===== src/rtl/vc_controller.sv =====
// Victim cache controller for a 4-way fully associative victim cache between L1 and pmem.
// Absorbs L1 evictions, services L1 read misses from its lines and writes back its own dirty victims.
module vc_controller #(
  parameter int ADDR_W   = 16,
  parameter int LINE_W   = 128,
  parameter int OFFSET_W = 4
) (
  input  logic              clk,
  input  logic              rst,
  input  logic              l1_read,
  input  logic              l1_write,
  input  logic [ADDR_W-1:0] l1_addr,
  input  logic [LINE_W-1:0] l1_wdata,
  input  logic              l1_dirty,
  output logic              l1_resp,
  output logic [LINE_W-1:0] l1_rdata,
  output logic              pmem_read,
  output logic              pmem_write,
  output logic [ADDR_W-1:0] pmem_addr,
  output logic [LINE_W-1:0] pmem_wdata,
  input  logic [LINE_W-1:0] pmem_rdata,
  input  logic              pmem_resp,
  input  logic [1:0]        lru_replace,
  output logic              lru_write,
  output logic [1:0]        lru_way
);

  localparam int TAG_W = ADDR_W - OFFSET_W;

  localparam logic [2:0] IDLE      = 3'd0;
  localparam logic [2:0] HIT_RESP  = 3'd1;
  localparam logic [2:0] MISS_READ = 3'd2;
  localparam logic [2:0] EVICT_WB  = 3'd3;
  localparam logic [2:0] INSTALL   = 3'd4;

  logic [2:0]        state;
  logic [3:0]        valid;
  logic [3:0]        dirty;
  logic [TAG_W-1:0]  tag_mem  [4];
  logic [LINE_W-1:0] data_mem [4];
  logic [1:0]        way;
  logic              wr_hit;

  logic [TAG_W-1:0]  req_tag;
  logic [3:0]        hit_vec;
  logic              hit_any;
  logic [1:0]        hit_way;
  logic [1:0]        victim;
  logic              unused_offset;

  // Priority encoder: lowest set bit of a 4-bit vector.
  function automatic logic [1:0] first_set(input logic [3:0] vec);
    logic [1:0] idx;
    idx = 2'd0;
    for (int i = 3; i >= 0; i--) begin
      if (vec[i]) begin
        idx = 2'(i);
      end else begin
        idx = idx;
      end
    end
    return idx;
  endfunction

  assign req_tag       = l1_addr[ADDR_W-1:OFFSET_W];
  assign unused_offset = ^l1_addr[OFFSET_W-1:0];

  // Tag compare and replacement choice for the request presented in IDLE.
  always_comb begin
    hit_vec = 4'b0000;
    for (int i = 0; i < 4; i++) begin
      hit_vec[i] = valid[i] && (tag_mem[i] == req_tag);
    end
    hit_any = |hit_vec;
    hit_way = first_set(hit_vec);
    if (&valid) begin
      victim = lru_replace;
    end else begin
      victim = first_set(~valid);
    end
  end

  // Controller FSM plus valid/dirty bookkeeping.
  always_ff @(posedge clk) begin
    if (rst) begin
      state  <= IDLE;
      valid  <= 4'b0000;
      dirty  <= 4'b0000;
      way    <= 2'd0;
      wr_hit <= 1'b0;
    end else begin
      case (state)
        IDLE: begin
          if (l1_write) begin
            way    <= hit_any ? hit_way : victim;
            wr_hit <= hit_any;
            // A miss may only overwrite a victim once its dirty data is safe in pmem.
            if (!hit_any && valid[victim] && dirty[victim]) begin
              state <= EVICT_WB;
            end else begin
              state <= INSTALL;
            end
          end else if (l1_read) begin
            way   <= hit_way;
            state <= hit_any ? HIT_RESP : MISS_READ;
          end else begin
            state <= IDLE;
          end
        end
        HIT_RESP: state <= IDLE;
        MISS_READ: begin
          if (pmem_resp) begin
            state <= IDLE;
          end else begin
            state <= MISS_READ;
          end
        end
        EVICT_WB: begin
          if (pmem_resp) begin
            state <= INSTALL;
          end else begin
            state <= EVICT_WB;
          end
        end
        INSTALL: begin
          valid[way] <= 1'b1;
          dirty[way] <= (wr_hit & dirty[way]) | l1_dirty;
          state      <= IDLE;
        end
        default: state <= IDLE;
      endcase
    end
  end

  // Tag and data storage; intentionally not reset.
  always_ff @(posedge clk) begin
    if (!rst && (state == INSTALL)) begin
      tag_mem[way]  <= req_tag;
      data_mem[way] <= l1_wdata;
    end else begin
      tag_mem[way]  <= tag_mem[way];
      data_mem[way] <= data_mem[way];
    end
  end

  // Output decode from the current state; the miss path forwards pmem data directly.
  always_comb begin
    l1_resp    = 1'b0;
    l1_rdata   = '0;
    pmem_read  = 1'b0;
    pmem_write = 1'b0;
    pmem_addr  = '0;
    pmem_wdata = '0;
    lru_write  = 1'b0;
    lru_way    = way;
    case (state)
      HIT_RESP: begin
        l1_resp   = 1'b1;
        l1_rdata  = data_mem[way];
        lru_write = 1'b1;
      end
      MISS_READ: begin
        pmem_read = 1'b1;
        pmem_addr = {req_tag, {OFFSET_W{1'b0}}};
        if (pmem_resp) begin
          l1_resp  = 1'b1;
          l1_rdata = pmem_rdata;
        end else begin
          l1_resp  = 1'b0;
        end
      end
      EVICT_WB: begin
        pmem_write = 1'b1;
        pmem_addr  = {tag_mem[way], {OFFSET_W{1'b0}}};
        pmem_wdata = data_mem[way];
      end
      INSTALL: begin
        l1_resp   = 1'b1;
        lru_write = 1'b1;
      end
      default: begin
        l1_resp = 1'b0;
      end
    endcase
  end

endmodule


===== config.mk =====
export PLATFORM = sky130hd
export DESIGN_NAME = vc_controller
export DESIGN_NICKNAME = d
export VERILOG_FILES = /design/src/rtl/vc_controller.sv
export SDC_FILE = /design/constraint.sdc
export NUM_CORES = 1
export LEC_CHECK = 0
export BUFFER_PORTS_ARGS = -buffer_cell sky130_fd_sc_hd__buf_2
export CORE_UTILIZATION = 30
export CTS_CLUSTER_SIZE = 24
export DETAILED_ROUTE_END_ITERATION = 10
export PLACE_DENSITY = 0.55
export SLEW_MARGIN = 40
export SYNTH_ARGS = -nofsm -noshare
export SYNTH_HDL_FRONTEND = slang
export SYNTH_SLANG_ARGS = --single-unit

===== constraint.sdc =====
create_clock -name clk -period 7.86 [get_ports clk]
set_clock_uncertainty 0.05 [all_clocks]
set_input_delay 0.786 -clock clk [delete_from_list [all_inputs] [get_ports clk]]
set_output_delay 0.786 -clock clk [all_outputs]
set_load 0.02 [all_outputs]

After elaboration in Yosys (flattened, before gate mapping)

Memory sizes are Yosys's and may differ from the RTL's. A register that Yosys moved wholly into a read port is not among the register bits.
Index checks and enable logic that the tools add are counted.

Bits of input ports: 280
Memories: 2
Memory bits (writable): 560
Flip-flop bits (word level): 14

Equal/unequal tests: 8
Bitwise logic cells: 6
Muxes and demuxes: 46
Reductions and logical operators: 17
Order comparisons: 3

Memory list:

| name     | words | width | rd ports | clocked after memory_dff | write ports | RTL line | source |
|---|---|---|---|---|---|---|---|
| data_mem | 4     | 128   | 1        | 1                        | 1           | 40       | `logic [LINE_W-1:0] data_mem [4];` |
| tag_mem  | 4     | 12    | 5        | 1                        | 1           | 39       | `logic [TAG_W-1:0] tag_mem [4];` |

Operators by type and width:

| cell                                                | number |
|---|---|
| 2-to-1 mux 128 bit                                  | 3 |
| case mux 128 bit (2 select lines)                   | 1 |
| equality test 12 bit                                | 4 |
| 2-to-1 mux 2 bit                                    | 19 |
| case mux 16 bit (2 select lines)                    | 1 |
| 2-to-1 mux 12 bit                                   | 1 |
| 2-to-1 mux 1 bit                                    | 11 |
| 2-to-1 mux 3 bit                                    | 3 |
| case mux 3 bit (3 select lines)                     | 1 |
| logical AND 1 bit                                   | 8 |
| binary-select mux 1 bit (select 2 bit)              | 3 |
| equality test 3 x 2 -> 1 bit, second input constant | 2 |
| < comparator 2 x 3 -> 1 bit, second input constant  | 2 |
| bitwise mux 4 bit                                   | 1 |
| NOT 4 bit                                           | 1 |
| bitwise OR 4 bit                                    | 1 |
| AND reduction 2 bit                                 | 2 |
| AND reduction 4 bit                                 | 1 |
| OR reduction 4 bit                                  | 1 |
| equality test 3 x 1 -> 1 bit, second input constant | 1 |
| equality test 3 bit, second input constant          | 1 |
| logical NOT 3 bit                                   | 1 |
| bitwise OR 1 bit                                    | 3 |
| demux 1 bit (select 2 bit)                          | 1 |
| other kinds (6)                                     | 7 |

Longest topological paths before layout

Gate-level depths: netlist (run 1).

Word-level depth: 13
Mapped depth: 7
Mapped depth without buffers: 6

Least setup slack after synthesis (run 1)

Ideal clock, no wire load.

Path kind: reg-to-reg
Start: register way[0], in the netlist lru_way[0]
End: register dirty[1]
Path buffers: 0
Slack: 0.174 ns
Stages on the path, launching flop included: 4
Library setup time: 0.097 ns
Data arrival time: 7.539 ns
Data required time: 7.713 ns
Path through: dfxtp_1 nor2b_1 a21oi_1 nor3_1

Cells in the longest elaborated chain, start to end: 5

Ends and longest elaborated chain:

| what                                                                        | RTL line | source |
|---|---|---|
| start, declared                                                             | 41       | `logic [1:0] way;` |
| start signal, assigned                                                      | 95       | `way <= hit_any ? hit_way : victim;` |
| start signal, assigned                                                      | 104      | `way <= hit_way;` |
| < comparator 2 x 3 -> 1 bit (not written as such) (tied with other cells)   | 127      | `dirty[way] <= (wr_hit & dirty[way]) \| l1_dirty;` |
| logical AND 1 bit (not written as such) or 2-to-1 mux 1 bit (tied branches) | 127      |  |
| 2-to-1 mux 1 bit (not written as such) or AND 1 bit (tied branches)         | 127      |  |
| demux 1 bit (select 2 bit) or bitwise OR 1 bit (tied branches)              | 127      |  |
| bitwise mux 4 bit *                                                         | 127      |  |
| end signal, assigned by index                                               | 127      |  |
| end, declared                                                               | 38       | `logic [3:0] dirty;` |

Every way passes the cells marked *; elsewhere a longest branch is shown, timed or not. The select of a mux whose other input is x is not followed.
A chain may end at the register's enable or synchronous reset.

Worst setup path in the final report (run 1)

Start: register state[2]
End: output port l1_rdata[123]

Cells in the longest elaborated chain, start to end: 2

Ends and longest elaborated chain:

| what                                                                         | RTL line | source |
|---|---|---|
| start, declared                                                              | 36       | `logic [2:0] state;` |
| start signal, assigned                                                       | 105      | `state <= hit_any ? HIT_RESP : MISS_READ;` |
| equality test 3 x 2 -> 1 bit or equality test 3 x 1 -> 1 bit (tied branches) | 156      | `case (state)` |
| case mux 128 bit (2 select lines) *                                          | 156      |  |
| end, declared                                                                | 16       | `output logic [LINE_W-1:0] l1_rdata,` |

Every way passes the cells marked *; elsewhere a longest branch is shown, timed or not.

==> results of run 1 <==
## final cells by class
class,instances,area [sq um]
fillers,7903,52140
flip-flops and latches,576,17140
multi-input cells,695,7830
repair buffers,577,3069
clock buffers,74,1658
well taps,1134,1419
clock inverters,42,528.0
inverters,5,18.77
diodes,5,12.51
## worst paths after layout
| check | start | endpoint | slack (ns) | cells after the start |
|---|---|---|---|---|
| hold / removal | l1_write | wr_hit | 0.46 | 2 |
| setup reg to reg | register | data_mem[2][43] | 4.95 | 3 |
| hold reg to reg | valid[3] | valid[3] | 0.46 | 2 |
| setup / recovery | state[2] | l1_rdata[123] | 3.06 | 6 |
## power by group
group	internal, W	switching (W)
sequential	0.00407	0.0000914
combinational	0.000686	0.000772
clock	0.00187	0.00120
total	0.00662	0.00207
## logic make-up after synthesis
family	count (synthesis)	share of synthesized area
flip-flops	576	0.6730
multiplexers	283	0.1874
AND/OR/NAND/NOR	195	0.04639
AO/OA/AOI/OAI	165	0.05435
buffers and inverters	116	0.02187
XOR/XNOR	48	0.01681
other	1	0.0001473
## cells in the mapped netlist
cell / count
edfxtp_1: 560
mux4_2: 141
mux2_2: 140
a22o_1: 139
and2_1: 131
clkbuf_1: 54
xnor2_1: 47
buf_2: 31
dfxtp_1: 16
nor2_1: 14
a21oi_1: 12
nand2_1: 12
buf_1: 10
buf_4: 10
nand4_1: 9
nor3_1: 9
buf_6: 6
inv_1: 5
nand3_1: 4
nor2b_1: 4
nor4_1: 3
a31oi_1: 2
mux2i_1: 2
nand2b_1: 2
nor4_4: 2
or4_1: 2
a211o_1: 1
a211oi_1: 1
a21o_1: 1
a22o_2: 1
a22oi_1: 1
a311oi_1: 1
a31o_2: 1
a32o_1: 1
conb_1: 1
nand3_2: 1
nor4_2: 1
o21ai_0: 1
o21ai_1: 1
o21bai_1: 1
o31ai_1: 1
or2_2: 1
xnor2_2: 1
## metal layers
layer | part of all wire | global-route usage | up-vias
li1 | - | - | 6696
met1 | 0.41 | 0.1755 | 7668
met2 | 0.52 | 0.2543 | 420
met3 | 0.049 | 0.02685 | 99
met4 | 0.019 | 0.04116 | 16
met5 | 0.0016 | 0 | -
## stage by stage
| stage | worst slack, ns | instances | utilization |
|---|---|---|---|
| detailed placement | 3.709 | 2986 | 0.3514 |
| CTS | 3.029 | 3102 | 0.3775 |
| global placement | 3.527 | 2982 | 0.3501 |
| finish | 3.064 | 3108 | 0.3779 |
| global route | 2.848 | 3108 | 0.3779 |
| floorplan | 0.1739 | 1387 | - |
## critical path, stage by stage, from the launching register on
cell and delay (ns):
dfxtp_1 0.36, nand2b_1 0.24, nor2_2 0.62, and2_4 0.74, buf_4 0.73, a22o_1 0.30, buf_2 0.18
## flip-flops by register name, indices dropped and copies added (netlist names), named ones only
| signal | cells |
|---|---|
| data_mem | 512 |
| tag_mem | 48 |
| dirty | 4 |
| valid | 4 |
| state | 3 |
| lru_way | 2 |
| wr_hit | 1 |
## cells in the final DEF (no fill, tap or decap), types with 3 or more instances in the layout
cell,n
bufinv_16,11
nor3_1,8
clkbuf_16,63
inv_1,5
clkinvlp_4,8
clkinv_4,4
xnor2_1,47
buf_6,7
buf_12,3
clkinv_2,11
nand4_1,9
mux4_2,141
nor2_1,10
nor2_4,3
buf_2,549
nand3_1,4
dfxtp_1,14
conb_1,4
clkbuf_1,7
nand2_1,12
buf_4,15
mux2_2,140
diode_2,5
a22o_1,139
and2_1,129
nor4_1,3
clkinv_1,5
edfxtp_1,560
a21oi_1,12
clkbuf_8,4
==> qor.yml, run 1 <==
grt:
  grt_pass1_vias: 15431
  grt-ovfl-total: 0
  grt_max_degree: 85
  track_usage: 0.1429
  antenna_found_initial: 15
  grt_pass1_wl_mm: 93.76
sta:
  final_hold_viol_count: 0
  rsz0062_at_grt: "no"
  setup_violations: 0
  tns_ns: 0
  hold_ws_ns: 0.4599
  max_slew_margin: 0.4332
  finalCritPeriodShare: 0.6102
  slew_violations: 0
  achievable-frequency_ghz: 0.2085
  tightest_slew_ns: 0.8501
  fin_crit_ns: 4.796
yosys:
  synth-seq-cells: 576
  synth_top_cell_by_area: "edfxtp_1"
  synthTopCellsByArea: "edfxtp_1, mux4_2, mux2_2, a22o_1, and2_1"
  seq_area_frac_synth: 0.6730
  syn_area_sq_mm: 0.02546
  syn_area_per_cell_sq_um: 18.40
  synth_top_area_frac: 0.6604
  syn_inst: 1384
  synth_cell_types: 43
  ys.warnings.count: 0
clock_network:
  cts_buffer_depth: 3
  cts_tree: "yes"
  cts_max_level: 2
  hold_buffers: 0
  root_buffer: "clkbuf_16"
  cts_sinks: 576
  clk_latency_ns: 0.61
  path_clk_slew_ns: 0.06
  post-cts-setup-buffers: 0
  post_cts_resized: 0
  numCtsBuffers: 61
routing:
  dr.pass1.iters: 6
  avgViaCountPerCell: 4.794
  drtIter0Drc: 841
  detail-route-antenna-nets: 0
  drt-total-wl_mm: 63.28
  remaining_drc_errors: 0
  vias: 14899
  wl_per_cell_microns: 20.36
setup_path:
  worstSetupPathType: "reg2out"
  cp.required_ns: 7.02
  end_kind: "output port"
  arrival_ns: 3.96
  cp_max_fo: 71
  critPathLaunchType: "register"
floorplanning:
  start_util: 0.3038
  rows: 106
  core_area_sq_mm: 0.08382
  die_x_microns: 293.3
  die_h_microns: 293.3
  io_pins: 558
  die-area_sq_mm: 0.08604
cells_and_area:
  area_growth_syn_to_layout_pct: 24.42
  drive_gt1_frac: 0.4982
  postLayoutCellArea_sq_mm: 0.03168
  final_nets: 2196
placed_design:
  port-buffer-count: 549
  placed_area_sq_mm: 0.02945
  place_hpwl_mm: 40.40
  gp_congestion: 0.7540
power:
  leakagePower_nw: 11.54
  powerDensity_mw_per_mm2: 274.3
  ir_drop_uv: 164.9
  finalPower_w: 0.008691
flow_run:
  maxCapViolations: 0
outcome:
  outcome: "completed"
hold_path:
  worstHoldPathType: "in2reg"
Power figures use the tool's default switching activity.
==> run 2: changes to the inputs <==
==> constraint.sdc (replaced) <==
create_clock -name clk -period 4.08 [get_ports clk]
set_clock_uncertainty 0.05 [all_clocks]
set_input_delay 0.408 -clock clk [delete_from_list [all_inputs] [get_ports clk]]
set_output_delay 0.408 -clock clk [all_outputs]
set_load 0.02 [all_outputs]
==> run 2 against run 1 <==
Compared with the run above: final cell count is 0.32% higher; worst hold slack worse by 0.37 ns; clock-buffer cell count is 1 higher; flip-flop and latch count stayed put; sequential power is 93% higher; first-iteration DRC count is 17% lower; total power is 87% higher; core utilization is 0.052 points lower; register-to-register slack worse by 3.3 ns; critical path type unchanged.
==> qor.yml, run 2 (synthesis results as in run 1) <==
cells_and_area:
  drive_gt1_frac: 0.4919  # was 0.4982
  final_cell_mix: "edfxtp_1, buf_2, mux4_2, mux2_2, a22o_1"  # unchanged
  regMostFlops: "data_mem"  # unchanged
  final_common_cell: "edfxtp_1"  # unchanged
  final_nets: 2210  # was 2196
  reg.largest.list: "data_mem: 512 flops, tag_mem: 48 flops"  # unchanged
  fillCellCount: 7961  # was 7903
  area_growth_syn_to_layout_pct: 24.25  # was 24.42%
  largest_reg_flops: 512  # unchanged
clock_network:
  path_clk_slew_ns: 0.06  # about the same
  post_cts_resized: 0  # unchanged
  numCtsBuffers: 60  # was 61
  cts_sinks: 576  # unchanged
  cts_tree: "yes"  # unchanged
  root_buffer: "clkbuf_16"  # unchanged
  post-cts-setup-buffers: 0  # unchanged
  hold_buffers: 0  # unchanged
  cts_buffer_depth: 3  # unchanged
  cts_max_level: 2  # unchanged
  clk_latency_ns: 0.61  # about the same
placed_design:
  port-buffer-count: 549  # unchanged
  place_hpwl_mm: 41.55  # was 40.40 mm
  dpl_worst_slack_ns: 1.308  # was 3.709 ns
  gp_congestion: 0.8065  # was 0.7540
routing:
  drtIter0Drc: 702  # was 841
  avgViaCountPerCell: 4.798  # was 4.794
  dr.pass1.iters: 4  # was 6
  wl_per_cell_microns: 20.71  # was 20.36 microns
  vias: 14961  # was 14899
  remaining_drc_errors: 0  # unchanged
  drt-total-wl_mm: 64.57  # was 63.28 mm
  detail-route-antenna-nets: 0  # unchanged
sta:
  max_slew_margin: 0.4798  # was 0.4332
  fin_crit_ns: 3.290
  tightest_slew_ns: 0.7803  # was 0.8501 ns
  slew_violations: 0  # unchanged
  tns_ns: 0  # unchanged
  finalCritPeriodShare: 0.8063
  final_hold_viol_count: 0  # unchanged
  hold_ws_ns: 0.08493  # was 0.4599 ns
  rsz0062_at_grt: "no"  # unchanged
  setup_violations: 0  # unchanged
  achievable-frequency_ghz: 0.3040
  setup_slack_ns: 0.7902  # was 3.064 ns
hold_path:
  worstHoldPathType: "in2reg"  # unchanged
  min_path_cells: 2  # unchanged
floorplanning:
  io_pins: 558  # unchanged
  rows: 106  # unchanged
  die_x_microns: 293.3  # unchanged
  start_util: 0.3038  # unchanged
  die-area_sq_mm: 0.08604  # unchanged
  core_area_sq_mm: 0.08382  # unchanged
  die_h_microns: 293.3  # unchanged
grt:
  grt_pass1_wl_mm: 95.34  # was 93.76 mm
  antenna_found_initial: 13  # was 15
  grt-ovfl-total: 0  # unchanged
  grt_pass1_vias: 15638  # was 15431
  grt_max_degree: 77  # was 85
  track_usage: 0.1461  # was 0.1429
outcome:
  outcome: "completed"  # unchanged
power:
  ir_drop_uv: 309.8  # was 164.9 uV
  powerDensity_mw_per_mm2: 512.8  # was 274.3 mW/mm^2
  leakagePower_nw: 11.52  # was 11.54 nW
  finalPower_w: 0.01622  # was 0.008691 W
setup_path:
  critPathLaunchType: "register"  # unchanged
  worstSetupPathType: "reg2out"  # unchanged
  arrival_ns: 2.83  # was 3.96 ns
  end_kind: "output port"  # unchanged
  r2r_cells: 4  # was 3
  cp.required_ns: 3.62  # was 7.02 ns
  cp_max_fo: 57  # was 71
flow_run:
  maxCapViolations: 0  # unchanged
run 2: changes by cell type in the layout (fill, tap and decap cells not counted), sizes merged:
| cell | change |
|---|---|
| buf | +15 |
| clkinv | +4 |
| inv | -3 |
| bufinv | -5 |
| clkbuf | +1 |
| diode | +3 |
| clkinvlp | -5 |
run 2: layout make-up:
cell class,instances,area (sq um),share of cell area
clock inverter,33,320.3,0.01012
clock buffer,75,1600,0.05059
multi-input combinational,695,7828,0.2474
antenna,8,20.02,0.0006328
timing repair buffer,592,3286,0.1039
inverter,5,18.77,0.0005933
sequential,576,17140,0.5419
tap,1134,1419,0.04485
run 2: final timing paths:
| kind | startpoint | to | slack, ns |
|---|---|---|---|
| setup / recovery | state[2] | l1_rdata[33] | 0.79 |
| hold / removal | l1_write | wr_hit | 0.08 |
| setup reg to reg | register | data_mem[1][57] | 1.61 |
| hold reg to reg | valid[3] | valid[3] | 0.48 |
run 2: power breakdown:
part,switching (W),internal (W)
logic,0.00152,0.00133
registers,0.000171,0.00784
clock network,0.00223,0.00314
total,0.00391,0.0123
run 2: metal layers:
| metal | routed length [microns] | global-route usage | vias to the layer above |
|---|---|---|---|
| li1 | - | - | 6716 |
| met1 | 26200 | 0.1773 | 7681 |
| met2 | 33530 | 0.2600 | 452 |
| met3 | 3296 | 0.02753 | 100 |
| met4 | 1483 | 0.04713 | 12 |
| met5 | 64 | 0 | - |
run 2: stage by stage:
step / instances / util / cell area [sq um]
2_1_floorplan: 1387 / - / 25480
3_3_place_gp: 3001 / 0.3538 / 29660
3_5_place_dp: 3002 / 0.3542 / 29690
4_1_cts: 3110 / 0.3771 / 31610
5_1_grt: 3116 / 0.3774 / 31630
6_report: 3118 / 0.3774 / 31640
run 2: worst max-delay path: stages (launching register included):
cell,delay [ns]
dfxtp_1,0.35
nand2b_1,0.23
nor2_1,0.13
buf_4,0.23
and2_4,0.19
buf_4,0.49
a22o_1,0.33
buf_2,0.19
==> run 3: changes to the inputs <==
==> constraint.sdc (replaced) <==
create_clock -name clk -period 2.7 [get_ports clk]
set_clock_uncertainty 0.05 [all_clocks]
set_input_delay 0.27 -clock clk [delete_from_list [all_inputs] [get_ports clk]]
set_output_delay 0.27 -clock clk [all_outputs]
set_load 0.02 [all_outputs]
==> run 3 against run 2 <==
Compared with the run above: the flow now finishes with violations (negative setup slack); die area unchanged; setup slack lost 0.79 ns; clock power is 54% higher; sequential share of layout area decreased by 4.6 points; critical path type unchanged; critical endpoint is now l1_rdata[47]; largest power group unchanged.
==> qor.yml, run 3 (synthesis results as in run 1) <==
clock_network:
  root_buffer: "clkbuf_16"  # unchanged
  path_clk_slew_ns: 0.06  # about the same
  cts_buffer_depth: 3  # unchanged
  clk_latency_ns: 0.61  # about the same
  cts_max_level: 2  # unchanged
  cts_sinks: 576  # unchanged
  numCtsBuffers: 60  # unchanged
  cts_tree: "yes"  # unchanged
outcome:
  violations: "negative setup slack"
  outcome: "finished with violations"  # was completed
setup_path:
  cp.buffers_inverters: 4  # was 3
  cp_max_fo: 7  # was 57
  critPathLaunchType: "register"  # unchanged
  critical-path-top-delay-family: "buffers and inverters"  # unchanged
  slowest_stage: "mux4_2"  # was buf_4
  max_stage_delay_ns: 0.54  # was 0.49 ns
  cp.required_ns: 2.38  # was 3.62 ns
  arrival_ns: 2.38  # was 2.83 ns
  end_kind: "output port"  # unchanged
  crit_chain: "buf_12, buf_12, clkbuf_16, mux4_2, a22o_1, buf_2"  # was nand2b_1, nor2_1, buf_4, and2_4, buf_4, a22o_1, buf_2
  worstSetupPathType: "reg2out"  # unchanged
  crit_path_frequent_cell: "buf_12"  # was buf_4
routing:
  dr.pass1.iters: 5  # was 4
  wl_per_cell_microns: 20.44  # was 20.71 microns
  drt-total-wl_mm: 67.20  # was 64.57 mm
  avgViaCountPerCell: 4.782  # was 4.798
  vias: 15723  # was 14961
  drtIter0Drc: 798  # was 702
  detail-route-antenna-nets: 0  # unchanged
  remaining_drc_errors: 0  # unchanged
floorplanning:
  die_x_microns: 293.3  # unchanged
  die-area_sq_mm: 0.08604  # unchanged
  core_area_sq_mm: 0.08382  # unchanged
  start_util: 0.3038  # unchanged
  rows: 106  # unchanged
  die_h_microns: 293.3  # unchanged
  io_pins: 558  # unchanged
sta:
  finalCritPeriodShare: 1.001
  rsz0062_at_grt: "yes"  # was no
  slew_violations: 0  # unchanged
  max_slew_margin: 0.5946  # was 0.4798
  final_hold_viol_count: 0  # unchanged
  achievable-frequency_ghz: 0.3701
  tightest_slew_ns: 0.6081  # was 0.7803 ns
  setup_violations: 1  # was 0
  fin_crit_ns: 2.702
  setup_slack_ns: -0.001897  # was 0.7902 ns
cells_and_area:
  final_cell_mix: "edfxtp_1, buf_2, mux4_2, mux2_2, a22o_1"  # unchanged
  fillCellCount: 7627  # was 7961
  drive_gt1_frac: 0.5114  # was 0.4919
  multiInputGateArea_sq_mm: 0.008028  # was 0.007828 sq mm
  regMostFlops: "data_mem"  # unchanged
  final_util: 0.4124  # was 0.3774
  final_common_cell: "edfxtp_1"  # unchanged
  seqCellArea_sq_mm: 0.01716  # was 0.01714 sq mm
  final_nets: 2383  # was 2210
  area_growth_syn_to_layout_pct: 35.76  # was 24.25%
  fin_cells: 3288  # was 3118
  largest_reg_flops: 512  # unchanged
  postLayoutCellArea_sq_mm: 0.03457  # was 0.03164 sq mm
  reg.largest.list: "data_mem: 512 flops, tag_mem: 48 flops"  # unchanged
grt:
  antenna_found_initial: 5  # was 13
  track_usage: 0.1486  # was 0.1461
  grt_max_degree: 76  # was 77
  grt_pass1_wl_mm: 97.47  # was 95.34 mm
  grt-ovfl-total: 0  # unchanged
  grt_pass1_vias: 16421  # was 15638
placed_design:
  place_hpwl_mm: 41.07  # was 41.55 mm
  gp_congestion: 0.7778  # was 0.8065
  port-buffer-count: 549  # unchanged
  placed_area_sq_mm: 0.02988  # was 0.02969 sq mm
  place_inst: 3010  # was 3002
power:
  leakagePower_nw: 12.61  # was 11.52 nW
  powerDensity_mw_per_mm2: 722.4  # was 512.8 mW/mm^2
  ir_drop_uv: 457.3  # was 309.8 uV
  finalPower_w: 0.02497  # was 0.01622 W
hold_path:
  worstHoldPathType: "in2reg"  # unchanged
flow_run:
  maxCapViolations: 0  # unchanged
run 3: changes by cell type in the layout (fill, tap and decap cells not counted), moves of 6 or more:
| cell | before | now |
|---|---|---|
| and2_1 | 129 | 61 |
| and2_4 | 2 | 70 |
| buf_12 | 15 | 25 |
| buf_16 | 1 | 10 |
| buf_2 | 549 | 468 |
| buf_6 | 2 | 91 |
| buf_8 | 0 | 10 |
| clkbuf_1 | 13 | 7 |
| dlygate4sd3_1 | 0 | 133 |
run 3: final cells by class:
type                    count  area share
well taps                1134     0.04105
inverters                   5   0.0005429
diodes                      3   0.0002172
clock buffers              68     0.04492
multi-input cells         695      0.2322
repair buffers            765      0.1725
flip-flops and latches    576      0.4963
clock inverters            42     0.01223
run 3: final timing paths:
path	from	to	slack, ns	cells past startpoint
setup / recovery	register	l1_rdata[47]	-0.002	6
hold reg to reg	valid[3]	valid[3]	0.47	2
hold / removal	l1_dirty	dirty[1]	0.09	4
setup reg to reg	tag_mem[1][1]	wr_hit	0.26	6
run 3: what timing repair did:
item / 4_1_cts / 5_1_grt
gates resized for setup: 34 / 250
gates cloned: 4 / 6
pin swaps: 3 / 10
hold endpoints to repair: 522 / 0
hold buffers: 133 / 0
endpoints found under the setup margin: 254 / 237
buffers inserted: 18 / 4
run 3: routing by layer:
metal / wire length [microns] / global-route usage / share of wire
met1: 27140 / 0.1855 / 0.40
met2: 35550 / 0.2660 / 0.53
met3: 3136 / 0.02231 / 0.047
met4: 1348 / 0.04129 / 0.020
met5: 26 / 0 / 0.00039
run 3: tightest hold or removal path, stage by stage:
cell and delay (ns):
buf_2 0.10, a21o_1 0.15, nor2_1 0.07, nor3_1 0.10
run 3: per-stage QoR:
step                       TNS (ns)  hold slack, ns  setup WS [ns]
final                     -0.001897         0.09369      -0.001897
after global routing         -11.49         0.07923        -0.1159
after CTS                    -5.515         0.04510       -0.09090
after detailed placement          0          0.4471         0.3864
after global placement            0          0.4463         0.3823
after floorplan             -153.41          0.4146        -0.4048
run 3: power by group:
group / leakage [nW] / switching [W] / internal (W)
registers: 5.37 / 0.000267 / 0.0119
clock network: 0.949 / 0.00339 / 0.00487
logic: 6.29 / 0.00237 / 0.00222
